$ cat src/rtl/fifo_arb_pkg.sv
// fifo_arb_pkg: shared states, default sizes and credit width helper for the FIFO write arbiter
package fifo_arb_pkg;
  typedef enum logic [1:0] {IDLE, ACTIVE, STALL} state_t;
  localparam int NUM_REQ = 4;
  localparam int DATA_WIDTH = 32;
  localparam int FIFO_DEPTH = 8;
  function automatic int cred_w(input int depth);
    return $clog2(depth) + 1;
  endfunction
endpackage

$ cat src/rtl/rr_arbiter.sv
// rr_arbiter: one-hot round-robin pick starting at ptr and wrapping modulo num_req
module rr_arbiter #(
  parameter int num_req = 4,
  localparam int PW = num_req > 1 ? $clog2(num_req) : 1
) (
  input  logic [num_req-1:0] req,
  input  logic [PW-1:0]      ptr,
  input  logic               enable,
  output logic [num_req-1:0] gnt
);
  logic          w_found;
  logic [PW-1:0] w_idx;
  always_comb begin
    gnt = '0;
    w_found = 1'b0;
    w_idx = '0;
    for (int k = 0; k < num_req; k++) begin
      w_idx = PW'((int'(ptr) + k) % num_req);
      if (enable && !w_found && req[w_idx]) begin
        gnt[w_idx] = 1'b1;
        w_found = 1'b1;
      end
    end
  end
endmodule

$ cat src/rtl/fifo_wr_arbiter.sv
// fifo_wr_arbiter: credit-guarded round-robin arbitration of several writers onto one FIFO write port
module fifo_wr_arbiter
  import fifo_arb_pkg::*;
#(
  parameter int num_req = NUM_REQ,
  parameter int data_width = DATA_WIDTH,
  parameter int fifo_depth = FIFO_DEPTH,
  localparam int GW = num_req > 1 ? $clog2(num_req) : 1,
  localparam int CW = cred_w(fifo_depth)
) (
  input  logic                          clk,
  input  logic                          rst,
  input  logic [num_req-1:0]            req_valid,
  input  logic [num_req*data_width-1:0] req_data,
  output logic [num_req-1:0]            req_ready,
  input  logic                          rd_pop,
  input  logic                          fifo_full,
  output logic                          fifo_cs,
  output logic                          fifo_wr_en,
  output logic [data_width-1:0]         fifo_data_in,
  output logic [GW-1:0]                 grant_id,
  output logic [CW-1:0]                 credits
);
  localparam logic [CW-1:0] FULL_CRED = CW'(fifo_depth);
  state_t                r_state;
  logic [GW-1:0]         r_ptr, r_grant_id, w_win;
  logic [CW-1:0]         r_credits, w_cred_nxt;
  logic                  r_cs, r_wr_en, w_en, w_xfer;
  logic [data_width-1:0] r_data;
  logic [num_req-1:0]    w_gnt;
  assign w_en = !rst && r_state == ACTIVE && r_credits != '0 && !fifo_full;
  rr_arbiter #(.num_req(num_req)) u_rr (
    .req(req_valid),
    .ptr(r_ptr),
    .enable(w_en),
    .gnt(w_gnt)
  );
  assign req_ready = w_gnt;
  assign w_xfer = |w_gnt;
  always_comb begin
    w_win = '0;
    for (int i = 0; i < num_req; i++)
      if (w_gnt[i]) w_win = GW'(i);
  end
  // a pop arriving while every slot is already free would overcount, so it is dropped
  assign w_cred_nxt = (w_xfer && !rd_pop) ? r_credits - 1'b1 :
                      (rd_pop && !w_xfer && r_credits != FULL_CRED) ? r_credits + 1'b1 : r_credits;
  always_ff @(posedge clk) begin
    if (rst) begin
      r_state <= IDLE;
      r_ptr <= '0;
      r_credits <= FULL_CRED;
      r_grant_id <= '0;
      r_cs <= 1'b0;
      r_wr_en <= 1'b0;
      r_data <= '0;
    end else begin
      r_credits <= w_cred_nxt;
      r_cs <= w_xfer;
      r_wr_en <= w_xfer;
      if (w_xfer) begin
        r_data <= req_data[w_win*data_width +: data_width];
        r_grant_id <= w_win;
        r_ptr <= w_win == GW'(num_req - 1) ? '0 : w_win + 1'b1;
      end
      case (r_state)
        IDLE:    r_state <= ACTIVE;
        ACTIVE:  if (w_cred_nxt == '0 || fifo_full) r_state <= STALL;
        STALL:   if (r_credits != '0 && !fifo_full) r_state <= ACTIVE;
        default: r_state <= IDLE;
      endcase
    end
  end
  assign fifo_cs = r_cs;
  assign fifo_wr_en = r_wr_en;
  assign fifo_data_in = r_data;
  assign grant_id = r_grant_id;
  assign credits = r_credits;
endmodule

$ cat config.mk
export PLATFORM = sky130hd
export DESIGN_NAME = fifo_wr_arbiter
export DESIGN_NICKNAME = d
export VERILOG_FILES = /design/src/rtl/fifo_arb_pkg.sv /design/src/rtl/rr_arbiter.sv /design/src/rtl/fifo_wr_arbiter.sv
export SDC_FILE = /design/constraint.sdc
export NUM_CORES = 1
export LEC_CHECK = 0
export ABC_AREA = 1
export ABC_CLOCK_PERIOD_IN_PS = 2650
export CAP_MARGIN = 20
export CELL_PAD_IN_SITES_DETAIL_PLACEMENT = 1
export CELL_PAD_IN_SITES_GLOBAL_PLACEMENT = 2
export CORE_MARGIN = 1.5
export CORE_UTILIZATION = 16
export DETAILED_ROUTE_END_ITERATION = 6
export GPL_TIMING_DRIVEN = 0
export PLACE_DENSITY_LB_ADDON = 0.1
export SETUP_SLACK_MARGIN = 0.3
export SLEW_MARGIN = 20
export SYNTH_ARGS = -nofsm -noshare
export SYNTH_HDL_FRONTEND = slang
export SYNTH_SLANG_ARGS = --single-unit
$ cat constraint.sdc
create_clock -name clk -period 2.65 [get_ports clk]
set_input_delay 0.3975 -clock clk [delete_from_list [all_inputs] [get_ports clk]]
set_output_delay 0.3975 -clock clk [all_outputs]
set_load 0.01 [all_outputs]
==> results of run 1 <==
[power breakdown]
group / internal (mW) / switching [mW] / total [mW]
combinational: 0.759 / 0.684 / 1.44
sequential: 0.752 / 0.0674 / 0.819
clock: 0.403 / 0.288 / 0.691
total: 1.91 / 1.04 / 2.95
[kinds of logic after synthesis]
| kind of cell | count (synthesis) |
|---|---|
| fa+ha+maj | 8 |
| xor+xnor | 4 |
| simple gates | 212 |
| flops | 43 |
| buf+inv | 70 |
| compound gates | 139 |
[final cells by class]
cell class                 count  area, um^2  share of cell area
timing repair buffer         228        2260               0.357
multi-input combinational    363        2250               0.355
sequential                    43         877               0.139
buffer                        30         317              0.0500
tap                          234         293              0.0463
inverter                      40         185              0.0293
clock buffer                   7         154              0.0243
[critical path, stage by stage (launching register included)]
cell and delay [ns]:
sky130_fd_sc_hd__dfxtp_4 0.37, sky130_fd_sc_hd__inv_4 0.04, sky130_fd_sc_hd__ha_4 0.17, sky130_fd_sc_hd__nand3_4 0.09, sky130_fd_sc_hd__inv_4 0.04, sky130_fd_sc_hd__nor2_4 0.18
sky130_fd_sc_hd__buf_6 0.13, sky130_fd_sc_hd__nand3_4 0.11, sky130_fd_sc_hd__nor2_4 0.14, sky130_fd_sc_hd__nor2_4 0.05, sky130_fd_sc_hd__nand3_4 0.12, sky130_fd_sc_hd__nor2_4 0.08
sky130_fd_sc_hd__buf_6 0.13, sky130_fd_sc_hd__buf_12 0.12, sky130_fd_sc_hd__inv_4 0.08, sky130_fd_sc_hd__buf_6 0.14, sky130_fd_sc_hd__o21ai_0 0.09, sky130_fd_sc_hd__o221ai_1 0.22
sky130_fd_sc_hd__o211ai_1 0.12, sky130_fd_sc_hd__inv_1 0.08
[metal layers]
layer | wire, um | vias to the layer above
li1 | - | 2085
met1 | 7570 | 1960
met2 | 8110 | 123
met3 | 1070 | 9
met4 | 120 | 0
met5 | 0 | -
[what timing repair did]
| item | 4_1_cts | 5_1_grt |
|---|---|---|
| pin swaps | 32 | 42 |
| resized for setup | 113 | 104 |
| setup buffers | 23 | 25 |
| setup endpoints to repair | 47 | 45 |
| gates cloned | 0 | 2 |
[worst paths after layout]
path,end,slack (ns),cells after the start
min,grant_id[0],0.44,2
min reg2reg,grant_id[1],0.50,2
max,fifo_data_in[28],0.07,19
max reg2reg,fifo_data_in[28],0.07,19
[cell usage in the layout, fill, tap and decap left out, types with 3 or more instances in the layout]
cell,instances
sky130_fd_sc_hd__clkdlybuf4s50_1,169
sky130_fd_sc_hd__nor2_1,97
sky130_fd_sc_hd__o21ai_0,67
sky130_fd_sc_hd__dfxtp_1,38
sky130_fd_sc_hd__buf_4,35
sky130_fd_sc_hd__nand2_1,33
sky130_fd_sc_hd__inv_1,28
sky130_fd_sc_hd__buf_6,22
sky130_fd_sc_hd__nand2_2,16
sky130_fd_sc_hd__o21ai_1,16
sky130_fd_sc_hd__a31oi_1,16
sky130_fd_sc_hd__nor2_2,14
sky130_fd_sc_hd__nor2_4,13
sky130_fd_sc_hd__o211ai_1,13
sky130_fd_sc_hd__nand3_4,10
sky130_fd_sc_hd__nand3_1,10
sky130_fd_sc_hd__clkbuf_16,10
sky130_fd_sc_hd__o221ai_1,10
sky130_fd_sc_hd__nand4_1,8
sky130_fd_sc_hd__buf_8,6
sky130_fd_sc_hd__ha_1,6
sky130_fd_sc_hd__inv_4,5
sky130_fd_sc_hd__clkbuf_2,5
sky130_fd_sc_hd__inv_2,4
sky130_fd_sc_hd__clkbuf_1,4
sky130_fd_sc_hd__xor2_1,4
sky130_fd_sc_hd__a21oi_1,4
sky130_fd_sc_hd__dfxtp_4,4
sky130_fd_sc_hd__inv_8,3
sky130_fd_sc_hd__buf_2,3
sky130_fd_sc_hd__nand2_4,3
sky130_fd_sc_hd__o21ai_2,3
sky130_fd_sc_hd__buf_12,3
sky130_fd_sc_hd__o22ai_2,3
sky130_fd_sc_hd__a21oi_2,3
sky130_fd_sc_hd__dlygate4sd2_1,3
[synth_stat cells]
library cell               instances
sky130_fd_sc_hd__o22ai_1           4
sky130_fd_sc_hd__o211ai_1         13
sky130_fd_sc_hd__nor2_4            1
sky130_fd_sc_hd__inv_1            34
sky130_fd_sc_hd__a21oi_1           7
sky130_fd_sc_hd__nor3_1            3
sky130_fd_sc_hd__clkinv_2          1
sky130_fd_sc_hd__nor2_1          119
sky130_fd_sc_hd__nor2_8            1
sky130_fd_sc_hd__ha_1              8
sky130_fd_sc_hd__buf_1             1
sky130_fd_sc_hd__a211oi_1          1
sky130_fd_sc_hd__nand3_4           1
sky130_fd_sc_hd__nand2_2           5
sky130_fd_sc_hd__nand2_1          47
sky130_fd_sc_hd__xor2_1            4
sky130_fd_sc_hd__nand4_1           8
sky130_fd_sc_hd__clkbuf_1         14
sky130_fd_sc_hd__nand3_1          17
sky130_fd_sc_hd__o221ai_1         12
sky130_fd_sc_hd__a31oi_1          16
sky130_fd_sc_hd__buf_6             2
sky130_fd_sc_hd__dfxtp_1          43
sky130_fd_sc_hd__nand2_4           2
sky130_fd_sc_hd__buf_4             4
sky130_fd_sc_hd__nand3_2           4
sky130_fd_sc_hd__o21ai_1           2
sky130_fd_sc_hd__inv_2             5
sky130_fd_sc_hd__nor2_2            4
sky130_fd_sc_hd__buf_2             9
sky130_fd_sc_hd__o21ai_0          84
[metrics by stage]
| stage | total power, mW | util | setup TNS, ns | worst slack (ns) | hold slack (ns) |
|---|---|---|---|---|---|
| final | 2.95 | 0.338 | 0 | 0.0730 | 0.437 |
| after CTS | 2.82 | 0.309 | 0 | 0.123 | 0.435 |
| after detailed placement | 1.92 | 0.275 | -18.73 | -0.965 | 0.487 |
| after global routing | 3.16 | 0.338 | -1.40 | -0.0837 | 0.465 |
| after global placement | 1.91 | 0.275 | -15.84 | -0.911 | 0.482 |
| after floorplan | 1.34 | - | 0 | 0.307 | 0.483 |
[registers in the layout (all words and copies together), names as in the netlist]
| signal | cells |
|---|---|
| grant_id | 2 |
| r_state | 2 |
| r_ptr | 2 |
| fifo_wr_en | 1 |
| fifo_data_in | 32 |
| credits | 4 |
==> metrics, run 1 <==
dominant combinational cell family by area after synthesis=simple AND/OR/NAND/NOR gates; starting density of the core=0.163; number of distinct standard cells referenced by the synthesized netlist=31; drt wl/cell=17.8 um; number of DRC violations after detailed-routing iteration 0=77; actual transition at the worst max-transition pin=0.568 ns; PwrDens=467 mW/mm^2; count of endpoints failing setup in the final report=0; FF+latch count, synth=43; boundary pin count=180; wire length of the first global-routing pass=24.5 mm; time the worst path needs with I/O delays and setup=2.58 ns; drt pass-1 iters=4; required time of the critical path=2.90 ns; maximum buffer depth of the clock tree=2; Compound-Gate Fraction of Synth Area=0.263; layout overhead on the synthesized area=108%; Post-Synth Adder-Cell Area=0.0329; multiplexer fraction of the synthesized cell area=0; worst-path fanout max=10; relative slew slack=0.621; maximum number of pins on one net before global-route repair=13; number of standard cells after synthesis=476; average cell area after synthesis=6.39 um^2; total half-perimeter wirelength after legalization and detailed placement=12.3 mm; fraction of final layout cells sized beyond drive strength 1=0.250; number of pins with negative max-slew slack in the final report=0; CP startpoint=credits[1]; Hold Vio Cnt, Final=0; die area=0.0199 mm^2; CTS tree=yes; combined area of all synthesized cells=0.00304 mm^2; number of inserted diodes=0; hold buffer count at cts=0; top-area cell type share of the netlist area=0.283; DP Cell Count=888; Setup Crit Path Kind=reg2reg; CTS Buf Count=5; Vert. Die Dim=141 um; source of the worst hold timing path=rst; initial antenna violation count=0; Static Leakage=2.60 nW; post-synthesis cell type with the largest combined area=sky130_fd_sc_hd__dfxtp_1; count of maximum capacitance violations=0; clock slew seen by the registers of the worst setup and hold paths=0.07 ns; Filler Cell Count=2217; met1 demand-to-capacity share in global routing=0.198; status=finished, final reports clean; TritonCTS Sinks=43; Routed WL=16.9 mm; number of warnings issued by yosys=0; r2r startpoint=credits[1]; total number of H-tree levels=2; DRC Markers=0; Post-DRT Antenna Nets=0; count of input and output buffers=178; insertion delay of the later-clocked pin in the worst-skew pair=0.30 ns; total number of vias=4177; overflow left after global routing=0; met3 usage=0.0452; via density per instance=4.42; final estimated routing congestion in global placement=0.754; Std-Cell Core Area=0.0187 mm^2; Syn Nets=620; vias in the first global route=4335; horizontal die dimension=141 um; count of placed standard cells in the final layout, fillers left out=945; sequential-to-total area share from yosys stat=0.283; GRT Resource Usage Total=0.162; highest clock frequency the design can meet=0.388 GHz; NumNets Final=855; FP Rows=50; Finished Cell Area=0.00633 mm^2; Synth Area in Simple Gates=0.309; GRT Max-Usage Layer=met2; Peak supply drop=226 uV; placed cell areas=0.00514 mm^2; kind of launch point of the worst setup path=flop; path type of the worst min-delay path=in2reg; Synth Area in XOR/XNOR=0.0115; largest cells by area after synthesis=sky130_fd_sc_hd__dfxtp_1 28%, sky130_fd_sc_hd__nor2_1 15%, sky130_fd_sc_hd__o21ai_0 14%, sky130_fd_sc_hd__nand2_1 5.8%, sky130_fd_sc_hd__inv_1 4.2%; arrival time of data at the critical path endpoint=2.82 ns; RSZ-0062 raised after global routing=yes; met2 track utilization from global routing=0.285; clock tree skew after final layout=0.00613 ns; kind of end point of the critical path=flop; clock tree root driver cell=sky130_fd_sc_hd__clkbuf_16; final period utilization=0.972
No activity file was read; power rests on OpenSTA's default activity.
==> run 2: changes to the inputs <==
- CORE_MARGIN: 1.5 -> 5
==> run 2 against run 1 <==
Total power increased by 2.6%; non-clock buffer count increased by 8; worst hold slack improved by 0.0013 ns; critical path type is now reg2out; sequential power about the same; via count increased by 2.7%; largest cell class unchanged; combinational power increased by 8%.
==> metrics, run 2 (synthesized netlist as in run 1, its figures left out) <==
starting density of the core=0.163; insertion delay of the later-clocked pin in the worst-skew pair=0.30 ns; overflow left after global routing=0; total number of vias=4291; drt pass-1 iters=4; wire length of the first global-routing pass=26.9 mm; time the worst path needs with I/O delays and setup=2.55 ns; CTS tree=yes; count of maximum capacitance violations=0; die area=0.0219 mm^2; RSZ-0062 raised after global routing=yes; number of pins with negative max-slew slack in the final report=0; horizontal die dimension=148 um; arrival time of data at the critical path endpoint=2.15 ns; clock slew seen by the registers of the worst setup and hold paths=0.06 ns; fraction of final layout cells sized beyond drive strength 1=0.313; net switching fraction of the power=0.360; source of the worst hold timing path=rst; kind of end point of the critical path=primary output; number of DRC violations after detailed-routing iteration 0=134; Peak supply drop=229 uV; DRC Markers=0; drt wl/cell=19.5 um; Total Negative Setup Slacks=0 ns; count of endpoints failing setup in the final report=0; highest clock frequency the design can meet=0.392 GHz; boundary pin count=180; GRT Resource Usage Total=0.158; Tot Pwr=3.03 mW; Std-Cell Core Area=0.0187 mm^2; number of inserted diodes=0; Setup Crit Path Kind=reg2out; Post-DRT Antenna Nets=0; via density per instance=4.50; hold buffer count at cts=0; Hold Vio Cnt, Final=0; commonest cells after routing, fill and taps aside=169 x sky130_fd_sc_hd__clkdlybuf4s50_1, 83 x sky130_fd_sc_hd__nor2_1, 44 x sky130_fd_sc_hd__o21ai_0; required time of the critical path=2.25 ns; NumNets Final=864; count of input and output buffers=178; Worst Hold Path EP=credits[0]; CP startpoint=r_ptr[0]; worst-path fanout max=4; Routed WL=18.6 mm; sequential group share of total power=0.270; FF-to-FF End=r_state[1]; clock tree root driver cell=sky130_fd_sc_hd__clkbuf_16; layout overhead on the synthesized area=119%; instance count along the most critical hold path=2; final period utilization=0.961; length in cells of the worst reg-to-reg path=21; clock tree skew after final layout=0.0101 ns; Switch Pwr=1.09 mW; r2r startpoint=r_ptr[0]; total half-perimeter wirelength after legalization and detailed placement=13.1 mm; flip-flop count of the largest register after layout=32; maximum buffer depth of the clock tree=2; vias in the first global route=4652; maximum number of pins on one net before global-route repair=13; relative slew slack=0.601; Static Leakage=2.71 nW; FP Rows=50; Finished Cell Area=0.00667 mm^2; PwrDens=455 mW/mm^2; TritonCTS Sinks=43; final estimated routing congestion in global placement=0.791; path type of the worst min-delay path=in2reg; Vert. Die Dim=148 um; placed cell areas=0.00514 mm^2; worst reg-to-reg setup slack=0.15 ns; total number of H-tree levels=2; initial antenna violation count=0; cell-internal power=1.94 mW; smallest hold slack=0.438 ns; status=finished, final reports clean; actual transition at the worst max-transition pin=0.598 ns; fraction of power consumed by the clock network=0.217; power share of the combinational group=0.513; kind of launch point of the worst setup path=flop; most frequent standard cell in the layout excluding fill and tap cells=sky130_fd_sc_hd__clkdlybuf4s50_1; CTS Buf Count=5
run 2: cell count changes in the layout (fill, tap and decap cells not counted), sizes merged:
cell,change
clkinvlp,+2
dlygate4sd2,+1
clkdlybuf4s15,+1
clkinv,+1
nand2,+1
buf,+9
inv,-2
clkbuf,-3
dlymetal6s2s,-1
run 2: routing by layer:
metal  track usage  vias to the layer above  part of all wire  routed length, um
met5             0                        -                 0                  0
met4        0.0286                        0             0.012                224
met3        0.0533                       14             0.070               1290
met2         0.277                      126              0.49               9080
met1         0.190                     2042              0.43               7980
li1              -                     2109                 -                  -
run 2: stage by stage:
| stage | std cells | setup slack (ns) | util |
|---|---|---|---|
| after floorplan | 476 | 0.307 | - |
| after global placement | 888 | -0.907 | 0.275 |
| after CTS | 929 | 0.152 | 0.316 |
| after detailed placement | 888 | -0.997 | 0.275 |
| after global routing | 954 | -0.00421 | 0.356 |
| final | 954 | 0.102 | 0.356 |
run 2: critical path: stages (launching register included):
cell	delay (ns)
sky130_fd_sc_hd__dfxtp_4	0.38
sky130_fd_sc_hd__inv_8	0.04
sky130_fd_sc_hd__ha_4	0.25
sky130_fd_sc_hd__inv_4	0.07
sky130_fd_sc_hd__nand3_2	0.06
sky130_fd_sc_hd__nand2_2	0.11
sky130_fd_sc_hd__nand3_2	0.10
sky130_fd_sc_hd__nor2_4	0.20
sky130_fd_sc_hd__nand2_2	0.10
sky130_fd_sc_hd__nand3_4	0.08
sky130_fd_sc_hd__buf_4	0.13
sky130_fd_sc_hd__clkbuf_16	0.12
sky130_fd_sc_hd__clkdlybuf4s15_2	0.21
run 2: worst max-delay path by stage:
stage                        to  cells after the start
6_report           req_ready[1]                     12
5_1_grt              r_state[1]                     21
4_1_cts              r_state[1]                     20
2_1_floorplan  fifo_data_in[19]                     17
3_3_place_gp       req_ready[1]                      8
3_5_place_dp       req_ready[1]                      8
run 2: power by group through the flow:
| stage | Combinational [mW] | Sequential [mW] | Clock, mW |
|---|---|---|---|
| 6_report | 1.55 | 0.818 | 0.658 |
| 5_1_grt | 1.68 | 0.829 | 0.718 |
| 4_1_cts | 1.36 | 0.816 | 0.696 |
| 3_5_place_dp | 1.10 | 0.835 | 0 |
| 3_3_place_gp | 1.09 | 0.831 | 0 |
| 2_1_floorplan | 0.473 | 0.863 | 0 |
run 2: layout make-up:
class	count	area, um^2
repair buffers	236	2430
clock buffers	6	139
plain buffers	30	358
fillers	2214	12000
multi-input cells	364	2380
flip-flops and latches	43	875
clock inverters	1	5.00
well taps	234	293
inverters	40	190
run 2: what timing repair did:
item,4_1_cts,5_1_grt
pin swaps,40,58
gates cloned,2,6
setup buffers,32,19
endpoints found under the setup margin,47,43
resized for setup,119,179
